`src/rtl/nn_cmd_sequencer_pkg.sv`:
```
// rtl/nn_cmd_sequencer_pkg.sv - shared types and codes for the neural-net command sequencer
//
// Package nn_seq_pkg:
//   state_e                      sequencer FSM state
//   OP_NOP/OP_INFER/OP_TRAIN/OP_RSVD   command op codes (cmd_op)
//   ST_OK/ST_ABORT/ST_TIMEOUT          completion status codes (status)
//   op_is_runnable()             1 for the op codes that start a command
package nn_seq_pkg;

    typedef enum logic [1:0] {
        IDLE   = 2'd0,
        START  = 2'd1,
        WAIT   = 2'd2,
        REPORT = 2'd3
    } state_e;

    localparam logic [1:0] OP_NOP   = 2'b00;
    localparam logic [1:0] OP_INFER = 2'b01;
    localparam logic [1:0] OP_TRAIN = 2'b10;
    localparam logic [1:0] OP_RSVD  = 2'b11;

    localparam logic [1:0] ST_OK      = 2'b00;
    localparam logic [1:0] ST_ABORT   = 2'b01;
    localparam logic [1:0] ST_TIMEOUT = 2'b10;

    function automatic logic op_is_runnable(input logic [1:0] op);
        return (op == OP_INFER) || (op == OP_TRAIN);
    endfunction

endpackage

```
`src/rtl/nn_cmd_sequencer_if.sv`:
```
// rtl/nn_cmd_sequencer_if.sv - command and datapath handshake interfaces
//
// nn_cmd_if #(EPOCH_W): SoC command channel
//   cmd_valid, cmd_op, cmd_epochs  driven by the SoC      (master)
//   cmd_ready                      driven by the sequencer (slave)
// nn_dp_if #(RES_W): datapath control channel
//   nn_start, nn_train             driven by the sequencer (master)
//   nn_done, nn_result             driven by the datapath  (slave)
interface nn_cmd_if #(
    parameter int EPOCH_W = 8
);
    logic               cmd_valid;
    logic               cmd_ready;
    logic [1:0]         cmd_op;
    logic [EPOCH_W-1:0] cmd_epochs;

    modport master (output cmd_valid, output cmd_op, output cmd_epochs, input cmd_ready);
    modport slave  (input cmd_valid, input cmd_op, input cmd_epochs, output cmd_ready);
endinterface

interface nn_dp_if #(
    parameter int RES_W = 4
);
    logic             nn_start;
    logic             nn_train;
    logic             nn_done;
    logic [RES_W-1:0] nn_result;

    modport master (output nn_start, output nn_train, input nn_done, input nn_result);
    modport slave  (input nn_start, input nn_train, output nn_done, output nn_result);
endinterface

```
`src/rtl/nn_cmd_sequencer_watchdog.sv`:
```
// rtl/nn_cmd_sequencer_watchdog.sv - per-pass cycle watchdog for the command sequencer
//
// Module nn_watchdog #(TIMEOUT):
//   clk, reset   clock, synchronous active-high reset
//   clear_i      restart the count (held while a pass is being started)
//   enable_i     count while waiting for the datapath
//   expired_o    high in the cycle the count sits at TIMEOUT-1 while enabled
module nn_watchdog #(
    parameter int TIMEOUT = 65535
) (
    input  logic clk,
    input  logic reset,
    input  logic clear_i,
    input  logic enable_i,
    output logic expired_o
);

    localparam int              CNT_W = (TIMEOUT > 2) ? $clog2(TIMEOUT) : 1;
    localparam logic [CNT_W-1:0] LIMIT = CNT_W'(TIMEOUT - 1);

    logic [CNT_W-1:0] count_q, count_d;

    always_comb begin
        count_d = count_q;
        if (clear_i) begin
            count_d = '0;
        end else if (enable_i && (count_q != LIMIT)) begin
            // Parks at LIMIT so a stalled enable cannot wrap back to zero.
            count_d = count_q + 1'b1;
        end
    end

    always_ff @(posedge clk) begin
        if (reset) begin
            count_q <= '0;
        end else begin
            count_q <= count_d;
        end
    end

    assign expired_o = enable_i && (count_q == LIMIT);

endmodule

```
`src/rtl/nn_cmd_sequencer.sv`:
```
// rtl/nn_cmd_sequencer.sv - runs inference / N-epoch training commands on the neural-net datapath
//
// Optional feature macro: NN_WATCHDOG_EN (per-pass timeout, status 10).
// Ports:
//   clk, reset   clock, synchronous active-high reset
//   cmd          nn_cmd_if.slave  : cmd_valid/cmd_ready/cmd_op/cmd_epochs
//   dp           nn_dp_if.master  : nn_start/nn_train out, nn_done/nn_result in
//   abort        level, cancels the running command
//   busy         high outside IDLE
//   epoch_cnt    completed passes of the current command
//   result       result captured from the last completed pass
//   status       00 ok, 01 aborted, 10 timeout
//   irq, irq_ack level completion interrupt and its acknowledge
module nn_cmd_sequencer
    import nn_seq_pkg::*;
#(
    parameter int EPOCH_W = 8,
    parameter int RES_W   = 4,
    parameter int TIMEOUT = 65535
) (
    input  logic               clk,
    input  logic               reset,
    nn_cmd_if.slave            cmd,
    nn_dp_if.master            dp,
    input  logic               abort,
    output logic               busy,
    output logic [EPOCH_W-1:0] epoch_cnt,
    output logic [RES_W-1:0]   result,
    output logic [1:0]         status,
    output logic               irq,
    input  logic               irq_ack
);

    state_e             state_q, state_d;
    logic               train_q, train_d;
    logic [EPOCH_W-1:0] target_q, target_d;
    logic [EPOCH_W-1:0] epoch_q, epoch_d;
    logic [RES_W-1:0]   result_q, result_d;
    logic [1:0]         status_q, status_d;

    logic               wd_expired;
    logic [EPOCH_W:0]   epoch_inc;
    logic               last_pass;

    // One extra bit so the compare against target never sees a wrapped value.
    assign epoch_inc = {1'b0, epoch_q} + 1'b1;
    assign last_pass = (epoch_inc == {1'b0, target_q});

`ifdef NN_WATCHDOG_EN
    nn_watchdog #(
        .TIMEOUT (TIMEOUT)
    ) u_watchdog (
        .clk       (clk),
        .reset     (reset),
        .clear_i   (state_q == START),
        .enable_i  (state_q == WAIT),
        .expired_o (wd_expired)
    );
`else
    // WAIT is unbounded in this build; TIMEOUT only shapes the watchdog.
    assign wd_expired = 1'b0 & (TIMEOUT == 0);
`endif

    always_comb begin
        state_d  = state_q;
        train_d  = train_q;
        target_d = target_q;
        epoch_d  = epoch_q;
        result_d = result_q;
        status_d = status_q;

        case (state_q)
            IDLE: begin
                // Nop and reserved ops complete the handshake but change nothing.
                if (cmd.cmd_valid && op_is_runnable(cmd.cmd_op)) begin
                    train_d  = (cmd.cmd_op == OP_TRAIN);
                    target_d = (cmd.cmd_epochs == '0) ? EPOCH_W'(1) : cmd.cmd_epochs;
                    epoch_d  = '0;
                    status_d = ST_OK;
                    state_d  = START;
                end
            end
            START: begin
                if (abort) begin
                    status_d = ST_ABORT;
                    state_d  = REPORT;
                end else begin
                    state_d = WAIT;
                end
            end
            WAIT: begin
                // Priority: abort, then a completed pass, then the watchdog.
                if (abort) begin
                    status_d = ST_ABORT;
                    state_d  = REPORT;
                end else if (dp.nn_done) begin
                    result_d = dp.nn_result;
                    if (epoch_q != '1) begin
                        epoch_d = epoch_q + 1'b1;
                    end
                    state_d = (!train_q || last_pass) ? REPORT : START;
                end else if (wd_expired) begin
                    status_d = ST_TIMEOUT;
                    state_d  = REPORT;
                end
            end
            REPORT: begin
                if (irq_ack) begin
                    state_d = IDLE;
                end
            end
            default: state_d = IDLE;
        endcase
    end

    always_ff @(posedge clk) begin
        if (reset) begin
            state_q  <= IDLE;
            train_q  <= 1'b0;
            target_q <= '0;
            epoch_q  <= '0;
            result_q <= '0;
            status_q <= ST_OK;
        end else begin
            state_q  <= state_d;
            train_q  <= train_d;
            target_q <= target_d;
            epoch_q  <= epoch_d;
            result_q <= result_d;
            status_q <= status_d;
        end
    end

    // Moore outputs; nn_train stays up through WAIT and REPORT of a training command.
    assign cmd.cmd_ready = (state_q == IDLE);
    assign dp.nn_start   = (state_q == START);
    assign dp.nn_train   = (state_q != IDLE) && train_q;
    assign busy          = (state_q != IDLE);
    assign irq           = (state_q == REPORT);
    assign epoch_cnt     = epoch_q;
    assign result        = result_q;
    assign status        = status_q;

endmodule
```
`src/flat_wrapper.sv`:
```
// flat-port wrapper written by rule: the top's interface ports become plain ports
module nn_cmd_sequencer_flat import nn_seq_pkg::*;
#(
    parameter int EPOCH_W = 8,
    parameter int RES_W   = 4,
    parameter int TIMEOUT = 65535
)
  (clk, reset, abort, busy, epoch_cnt, result, status, irq, irq_ack, cmd_cmd_valid, cmd_cmd_op, cmd_cmd_epochs, cmd_cmd_ready, dp_nn_start, dp_nn_train, dp_nn_done, dp_nn_result);
  nn_cmd_if #(.EPOCH_W(EPOCH_W)) cmd_i ();
  nn_dp_if #(.RES_W(RES_W)) dp_i ();
  input  logic clk;
  input  logic reset;
  input  logic abort;
  output logic busy;
  output logic [EPOCH_W-1:0] epoch_cnt;
  output logic [RES_W-1:0] result;
  output logic [1:0] status;
  output logic irq;
  input  logic irq_ack;
  input wire logic [$bits(cmd_i.cmd_valid)-1:0] cmd_cmd_valid;
  input wire logic [$bits(cmd_i.cmd_op)-1:0] cmd_cmd_op;
  input wire logic [$bits(cmd_i.cmd_epochs)-1:0] cmd_cmd_epochs;
  output wire logic [$bits(cmd_i.cmd_ready)-1:0] cmd_cmd_ready;
  output wire logic [$bits(dp_i.nn_start)-1:0] dp_nn_start;
  output wire logic [$bits(dp_i.nn_train)-1:0] dp_nn_train;
  input wire logic [$bits(dp_i.nn_done)-1:0] dp_nn_done;
  input wire logic [$bits(dp_i.nn_result)-1:0] dp_nn_result;
  assign cmd_i.cmd_valid = cmd_cmd_valid;
  assign cmd_i.cmd_op = cmd_cmd_op;
  assign cmd_i.cmd_epochs = cmd_cmd_epochs;
  assign cmd_cmd_ready = cmd_i.cmd_ready;
  assign dp_nn_start = dp_i.nn_start;
  assign dp_nn_train = dp_i.nn_train;
  assign dp_i.nn_done = dp_nn_done;
  assign dp_i.nn_result = dp_nn_result;
  nn_cmd_sequencer #(.EPOCH_W(EPOCH_W), .RES_W(RES_W), .TIMEOUT(TIMEOUT)) u_core (.clk(clk), .reset(reset), .cmd(cmd_i), .dp(dp_i), .abort(abort), .busy(busy), .epoch_cnt(epoch_cnt), .result(result), .status(status), .irq(irq), .irq_ack(irq_ack));
endmodule
```
`config.mk`:
```
export PLATFORM = sky130hd
export DESIGN_NAME = nn_cmd_sequencer_flat
export DESIGN_NICKNAME = d
export VERILOG_FILES = /design/src/rtl/nn_cmd_sequencer_pkg.sv /design/src/rtl/nn_cmd_sequencer_if.sv /design/src/rtl/nn_cmd_sequencer_watchdog.sv /design/src/rtl/nn_cmd_sequencer.sv /design/src/flat_wrapper.sv
export SDC_FILE = /design/constraint.sdc
export NUM_CORES = 1
export LEC_CHECK = 0
export ABC_CLOCK_PERIOD_IN_PS = 3900
export BUFFER_PORTS_ARGS = -buffer_cell sky130_fd_sc_hd__buf_4
export CORE_MARGIN = 3
export CORE_UTILIZATION = 40
export DETAILED_ROUTE_END_ITERATION = 10
export GPL_TIMING_DRIVEN = 1
export PLACE_DENSITY = 0.64
export SLEW_MARGIN = 30
export SYNTH_ARGS = -nofsm -noshare
export SYNTH_HDL_FRONTEND = slang
export SYNTH_HIERARCHICAL = 1
export SYNTH_SLANG_ARGS = --single-unit
```
`constraint.sdc`:
```
create_clock -name clk -period 3.9 [get_ports clk]
set_input_delay 0.585 -clock clk [delete_from_list [all_inputs] [get_ports clk]]
set_output_delay 0.585 -clock clk [all_outputs]
set_load 0.005 [all_outputs]
```
==> results.cfg, run 1 <==
[yosys]
yosysUniqueCellTypes = 40
avgSynthCellArea_um2 = 8.51
synth_area_leaders = dfxtp_1, mux2i_1, nor2_1
netlist_area_um2 = 1350
synth_edf_count = 0
yosysWarnings = 6
syn-num-nets = 185
synth-seq-cells = 24
syn_inst = 159
synth_top_area_frac = 0.355
synth_flop_cell = dfxtp_1
ys_seq_area_frac = 0.355
async_flop_share = 0
synth_top_cell_by_area = dfxtp_1

[drt]
wire_per_inst_um = 12.9
drt_pass1_iterations = 4
drc = 0
detail-route-antenna-nets = 0
routed-via-count = 1236
wl_mm = 3.05
via_per_inst = 5.22
drt_iter0_markers = 93

[setup_path]
start_kind = flop
critPathKind = flop to flop
cp_max_fo = 14
worst_ep_arrival_time_ps = 2400
required_ps = 4120
cp-end-kind = flop

[sta]
maxSlewViolCount = 0
hold_viol_final = 0
rsz0062_at_grt = no
period_needed_ps = 2180
fmax_mhz = 458
finalCritPeriodShare = 0.560
finalSetupViolations = 0
setup_tns_ps = 0
skew_ps = 3.70
hold_slack_ps = 494

[floorplanning]
io_pins = 39
die-area_um2 = 4120
rows = 20
die_w_um = 64.2
die_h_um = 64.2
coreArea_um2 = 3130
start_util = 0.433

[power_and_ir_drop]
peakVddDrop_mv = 0.212
power_mw = 0.721
p_leak_nw = 0.787
power_density_nw_per_um2 = 423

[global_route]
overflow = 0
grt_max_degree = 25
grt_pass1_wl_mm = 5.10
grt_pass1_vias = 1076
grtUsageTotal = 0.153
antenna_found_initial = 0

[finish]
synthToLayoutAreaGrowth_pct = 26.0
fin_area_um2 = 1710
nFillCells = 293
finalNetCount = 220
n_antenna_cell = 0
final_util = 0.545
layout-drive-gt1-share = 0.254

[placed_design]
place_hpwl_mm = 2.35
routabilityCongestion = 0.767
place_area_um2 = 1650
io_buffers = 37

[clocking]
cts_tree = done
cts_resized = 0
cts_root_buf = clkbuf_4
post_cts_buffers = 0
numCtsBuffers = 3
cts_hold_buf = 0
cts.sinks = 24
clock_path_buffers = 2
clkLatencyLatePin_ps = 310
clk_pin_slew_ps = 140
cts_max_level = 1

[outcome]
outcome = completed

[job]
cap_viol_max_count = 0

[hold_path]
hold_path.class = primary input to flop
[synthesized netlist by cell type, types with 2 or more instances]
cell type / n
o211ai_1: 2
dfxtp_1: 24
mux2i_1: 12
nand2b_1: 3
or2_2: 2
nor4_1: 2
nand3_1: 6
inv_1: 6
nor2b_1: 2
nor2_1: 21
xor2_1: 3
buf_2: 3
ha_1: 6
a21oi_1: 12
a211oi_1: 3
nand3b_1: 2
o21ai_0: 2
nand2_1: 9
a31oi_1: 3
and3_1: 2
nor3_1: 5
and3_4: 2
a21o_1: 2
clkbuf_1: 3
xnor2_1: 7
[path summary, 6_finish.rpt]
check / end / start / slack (ps) / cells after the start
max: u_core/epoch_cnt[4] / u_core/state_q[1] / 1720 / 7
min: u_core/result[1] / dp_nn_result[1] / 490 / 3
max reg2reg: u_core/epoch_cnt[4] / u_core/state_q[1] / 1720 / 7
min reg2reg: u_core/status[0] / u_core/status[0] / 500 / 2
[cell families (layout without fill, tap and decap cells)]
group / count (synthesis) / after routing / synth area share
DFF: 24 / 24 / 0.355
other: 1 / 1 / 0.00277
adders and majority gates: 6 / 6 / 0.0555
and+or+nand+nor: 61 / 61 / 0.228
xor gates and xnor gates: 10 / 10 / 0.0647
buffers and inverters: 13 / 47 / 0.0416
muxes: 13 / 13 / 0.0970
AOI/OAI and AO/OA: 31 / 31 / 0.155
[routing by layer]
layer  global-route usage  share of wire  up-vias
met3               0.0422          0.071        2
met4               0.0317         0.0039        0
met5                    0              0        -
met1                0.204           0.47      555
met2                0.248           0.45       47
li1                     -              -      632
[power by group]
part | switching, mW | leakage, nW | internal (mW) | total, mW
registers | 0.0223 | 0.195 | 0.270 | 0.292
clock network | 0.0775 | 0.0279 | 0.104 | 0.181
logic | 0.129 | 0.565 | 0.119 | 0.247
total | 0.229 | 0.787 | 0.493 | 0.721
[critical path, cell delays in order, from the launching register on]
cell,delay [ps]
dfxtp_1,380
inv_1,140
ha_1,360
inv_1,120
or2_2,470
o22a_1,320
o21ai_0,200
a21oi_1,80
[registers in the layout, summed over array words and instances, names as in the netlist]
register / cells
u_core/epoch_cnt: 8
u_core/result: 4
u_core/state_q: 2
u_core/status: 1
u_core/target_q: 8
u_core/train_q: 1
[cell type report]
| cell class | instances | area [um^2] | share of cell area |
|---|---|---|---|
| Timing Repair Buffer | 37 | 278 | 0.163 |
| Multi-Input combinational cell | 122 | 817 | 0.479 |
| Sequential cell | 24 | 480 | 0.282 |
| Clock inverter | 1 | 30.0 | 0.0176 |
| Tap cell | 44 | 55.1 | 0.0323 |
| Clock buffer | 3 | 22.5 | 0.0132 |
| Inverter | 6 | 22.5 | 0.0132 |
[per-stage QoR]
| step | worst slack (ps) | std cells |
|---|---|---|
| after floorplan | 1810 | 159 |
| after global placement | 1580 | 233 |
| after detailed placement | 1540 | 233 |
| after CTS | 1730 | 237 |
| after global routing | 1490 | 237 |
| final | 1720 | 237 |
[layout by cell type, fill, tap and decap left out, drive strengths merged, types with 2 or more instances in the layout]
| master | synthesis | routed |
|---|---|---|
| buf | 4 | 37 |
| dfxtp | 24 | 24 |
| nor2 | 22 | 22 |
| mux2i | 12 | 12 |
| a21oi | 12 | 12 |
| nand2 | 9 | 9 |
| xnor2 | 7 | 7 |
| inv | 6 | 6 |
| nand3 | 6 | 6 |
| ha | 6 | 6 |
| nor3 | 5 | 5 |
| and3 | 5 | 5 |
| clkbuf | 3 | 3 |
| nand2b | 3 | 3 |
| a31oi | 3 | 3 |
| xor2 | 3 | 3 |
| a211oi | 3 | 3 |
| nor2b | 2 | 2 |
| or2 | 2 | 2 |
| nor4 | 2 | 2 |
| nand3b | 2 | 2 |
| a21o | 2 | 2 |
| o21ai | 2 | 2 |
| o211ai | 2 | 2 |
No activity file was read; power rests on OpenSTA's default activity.
==> run 2: changes to the inputs <==
ABC_CLOCK_PERIOD_IN_PS = 2300   (was 3900)
clock period = 2.3 ns   (was 3.9 ns; I/O delays follow)
==> results.cfg, run 2 (synthesized netlist as in run 1, its figures left out) <==
[sta]
setup_tns_ps = 0
period_needed_ps = 1990
rsz0062_at_grt = no
hold_viol_final = 0
hold_slack_ps = 263
fmax_mhz = 501
finalCritPeriodShare = 0.867
finalSetupViolations = 0
maxSlewViolCount = 0
worst_slack_ps = 305
skew_ps = 10.2

[setup_path]
worstSetupEndpoint = u_core/state_q[1]
crit_path_max_incr_delay_ps = 550
critPathKind = flop to flop
path_depth = 6
required_ps = 2540
worst_ep_arrival_time_ps = 2230
crit_path_start = u_core/epoch_cnt[0]
rrSetupSlack_ps = 310
cp_slowest_cell = or4_1
crit_family = simple AND/OR/NAND/NOR gates
critical_path.cell_chain = ha_1, nand2b_1, o211ai_1, a31oi_1, or4_1, o31ai_2
start_kind = flop
r2r_cells = 6
cp_max_fo = 7
cp-end-kind = flop
r2r-start = u_core/epoch_cnt[0]
r2r_end = u_core/state_q[1]
critPathBufInv = 0

[hold_path]
hold_path.class = primary input to flop

[clocking]
cts.sinks = 24
numCtsBuffers = 3
cts_tree = done
clock_path_buffers = 2
cts_max_level = 1
cts_root_buf = clkbuf_4
clk_pin_slew_ps = 140
cts_resized = 0
clkLatencyLatePin_ps = 310
post_cts_buffers = 0
cts_hold_buf = 0

[finish]
fin_area_um2 = 1710
final_cells = 240
n_antenna_cell = 0
layout-drive-gt1-share = 0.265
final_util = 0.547
layout_common_cells = buf_4, dfxtp_1, nor2_1
layout_commonest_cell = buf_4
finalNetCount = 223
synthToLayoutAreaGrowth_pct = 26.4

[drt]
drt_iter0_markers = 59
detail-route-antenna-nets = 0
wl_mm = 3.20
via_per_inst = 5.33
wire_per_inst_um = 13.3
drt_pass1_iterations = 4
drc = 0
routed-via-count = 1279

[placed_design]
place_inst = 236
routabilityCongestion = 0.834
io_buffers = 37
place_ws_ps = 347
place_hpwl_mm = 2.47
place_area_um2 = 1680

[floorplanning]
rows = 20
die-area_um2 = 4120
die_w_um = 64.2
die_h_um = 64.2
start_util = 0.433
io_pins = 39
coreArea_um2 = 3130

[global_route]
overflow = 0
grt_pass1_wl_mm = 5.29
grtUsageTotal = 0.156
grt_max_degree = 25
antenna_found_initial = 0
grt_pass1_vias = 1203

[power_and_ir_drop]
power_density_nw_per_um2 = 670
peakVddDrop_mv = 0.373
p_leak_nw = 0.794
power_mw = 1.15

[outcome]
outcome = completed

[job]
cap_viol_max_count = 0
[run 2: changes by cell type in the layout (fill, tap and decap cells not counted)]
cell and delta:
clkbuf_8 +1, bufinv_16 -1, buf_4 +3
[run 2: layout make-up]
class                      instances  area, um^2
tap                               44        55.1
timing repair buffer              40         300
inverter                           6        22.5
multi-input combinational        122         817
fill                             293        1420
sequential                        24         480
clock buffer                       4        36.3
[run 2: worst min path at each step]
stage | from | endpoint | slack (ps) | depth (start not counted)
detailed placement | u_core/status[0] | u_core/status[0] | 480 | 2
global route | cmd_cmd_epochs[5] | u_core/target_q[5] | 250 | 3
global placement | u_core/status[0] | u_core/status[0] | 470 | 2
CTS | cmd_cmd_epochs[5] | u_core/target_q[5] | 250 | 3
finish | dp_nn_result[1] | u_core/result[1] | 260 | 3
floorplan | reset | u_core/state_q[0] | 420 | 1
[run 2: power breakdown]
part	total (mW)	switching [mW]	leakage [nW]	internal, mW
clock network	0.224	0.127	0.0210	0.0967
logic	0.428	0.220	0.579	0.208
registers	0.496	0.0385	0.195	0.458
[run 2: layer usage]
layer | wire length, um | GRT usage | vias to the layer above
li1 | - | - | 639
met1 | 1450 | 0.191 | 592
met2 | 1520 | 0.271 | 46
met3 | 211 | 0.0334 | 2
met4 | 13 | 0.0501 | 0
met5 | 0 | 0 | -
[run 2: worst reg2reg max path: stages, from the launching register on]
cell and delay (ps):
dfxtp_1 480, ha_1 280, nand2b_1 120, o211ai_1 190
a31oi_1 100, or4_1 550, o31ai_2 210
==> run 3: changes to the inputs <==
CAP_MARGIN = 20   (was default)
SETUP_SLACK_MARGIN = 0.5   (was default)
==> results.cfg, run 3 (synthesized netlist as in run 1, its figures left out) <==
[outcome]
outcome = completed

[finish]
layout_commonest_cell = buf_4
layout-drive-gt1-share = 0.388
fin_area_um2 = 1850
finalNetCount = 228
layout_common_cells = buf_4, nor2_1, dfxtp_1
nFillCells = 281
synthToLayoutAreaGrowth_pct = 36.4
n_antenna_cell = 0

[placed_design]
place_area_um2 = 1690
place_hpwl_mm = 2.46
routabilityCongestion = 0.882
io_buffers = 37

[drt]
wl_mm = 3.43
drt_pass1_iterations = 4
routed-via-count = 1328
drc = 0
wire_per_inst_um = 14.0
detail-route-antenna-nets = 0
via_per_inst = 5.42
drt_iter0_markers = 89

[floorplanning]
rows = 20
die-area_um2 = 4120
io_pins = 39
die_h_um = 64.2
start_util = 0.433
coreArea_um2 = 3130
die_w_um = 64.2

[sta]
hold_viol_final = 0
setup_tns_ps = 0
rsz0062_at_grt = yes
finalCritPeriodShare = 0.770
maxSlewViolCount = 0
finalSetupViolations = 0
skew_ps = 11.6
fmax_mhz = 565
period_needed_ps = 1770

[global_route]
grtUsageTotal = 0.166
grt_pass1_wl_mm = 5.63
antenna_found_initial = 0
grt_max_degree = 25
overflow = 0
grt_pass1_vias = 1242

[job]
cap_viol_max_count = 0

[clocking]
cts_max_level = 1
cts.sinks = 24
cts_tree = done
numCtsBuffers = 3
clkLatencyLatePin_ps = 320
cts_hold_buf = 0
clk_pin_slew_ps = 140
clock_path_buffers = 2
cts_root_buf = clkbuf_4

[setup_path]
rrSetupSlack_ps = 530
worst_ep_arrival_time_ps = 2010
cp-end-kind = flop
cp_max_fo = 5
start_kind = flop
critPathKind = flop to flop
required_ps = 2540

[power_and_ir_drop]
intPower_mw = 0.832
p_clk_frac = 0.178
p_switching_mw = 0.420
p_sw_frac = 0.336
p_comb_frac = 0.419
p_leak_nw = 0.836
sequentialPowerShare = 0.402
power_density_nw_per_um2 = 678
peakVddDrop_mv = 0.383

[hold_path]
hold_path.class = primary input to flop
run 3: changes by cell type in the layout (fill, tap and decap cells not counted), moves of 2 or more:
cell,delta
buf_4,+5
dfxtp_1,-7
dfxtp_2,+6
ha_1,-3
ha_4,+3
inv_1,-2
inv_2,+2
nand2b_1,-2
nand2b_4,+2
run 3: layout make-up:
cell class,count,area (um^2),share of cell area
multi-input combinational,122,903,0.489
sequential,24,492,0.266
timing repair buffer,45,338,0.183
tap,44,55.1,0.0298
clock buffer,4,36.3,0.0196
inverter,6,22.5,0.0122
run 3: metal layers:
| layer | vias to the layer above | wire length (um) | GRT usage |
|---|---|---|---|
| li1 | 650 | - | - |
| met1 | 622 | 1500 | 0.211 |
| met2 | 50 | 1660 | 0.279 |
| met3 | 6 | 221 | 0.0369 |
| met4 | 0 | 54 | 0.0501 |
| met5 | - | 0 | 0 |
run 3: power groups by stage:
| stage | combinational (mW) | clock, mW | sequential (mW) |
|---|---|---|---|
| after floorplan | 0.302 | 0 | 0.498 |
| after global placement | 0.428 | 0 | 0.505 |
| after detailed placement | 0.436 | 0 | 0.508 |
| after CTS | 0.470 | 0.230 | 0.498 |
| after global routing | 0.582 | 0.243 | 0.509 |
| final | 0.525 | 0.223 | 0.503 |
run 3: critical path, cell delays in order, from the launching register on:
cell and delay, ps:
dfxtp_4 380, ha_4 180, and3_4 200, and3_4 190, xnor2_1 130, or4_4 420, o31ai_2 190
run 3: path summary, 6_finish.rpt:
path / startpoint / end / depth (start not counted)
max: u_core/epoch_cnt[0] / u_core/state_q[1] / 6
max reg2reg: u_core/epoch_cnt[0] / u_core/state_q[1] / 6
min reg2reg: u_core/status[0] / u_core/status[0] / 2
min: cmd_cmd_epochs[4] / u_core/target_q[4] / 3
run 3: per-stage QoR:
stage / hold slack (ps) / power, mW / instances / setup slack (ps) / util
5_1_grt: 260 / 1.33 / 245 / 434 / 0.590
2_1_floorplan: 417 / 0.799 / 159 / 502 / -
4_1_cts: 253 / 1.20 / 243 / 477 / 0.572
6_report: 262 / 1.25 / 245 / 530 / 0.590
3_5_place_dp: 468 / 0.944 / 236 / 262 / 0.540
3_3_place_gp: 468 / 0.933 / 236 / 349 / 0.540
run 3: repair_timing:
action                                  CTS  global route
pin swaps                                 1             5
gates resized for setup                  13            11
endpoints found under the setup margin    6             8
endpoints found under the hold margin     0             0
setup buffers                             3             2
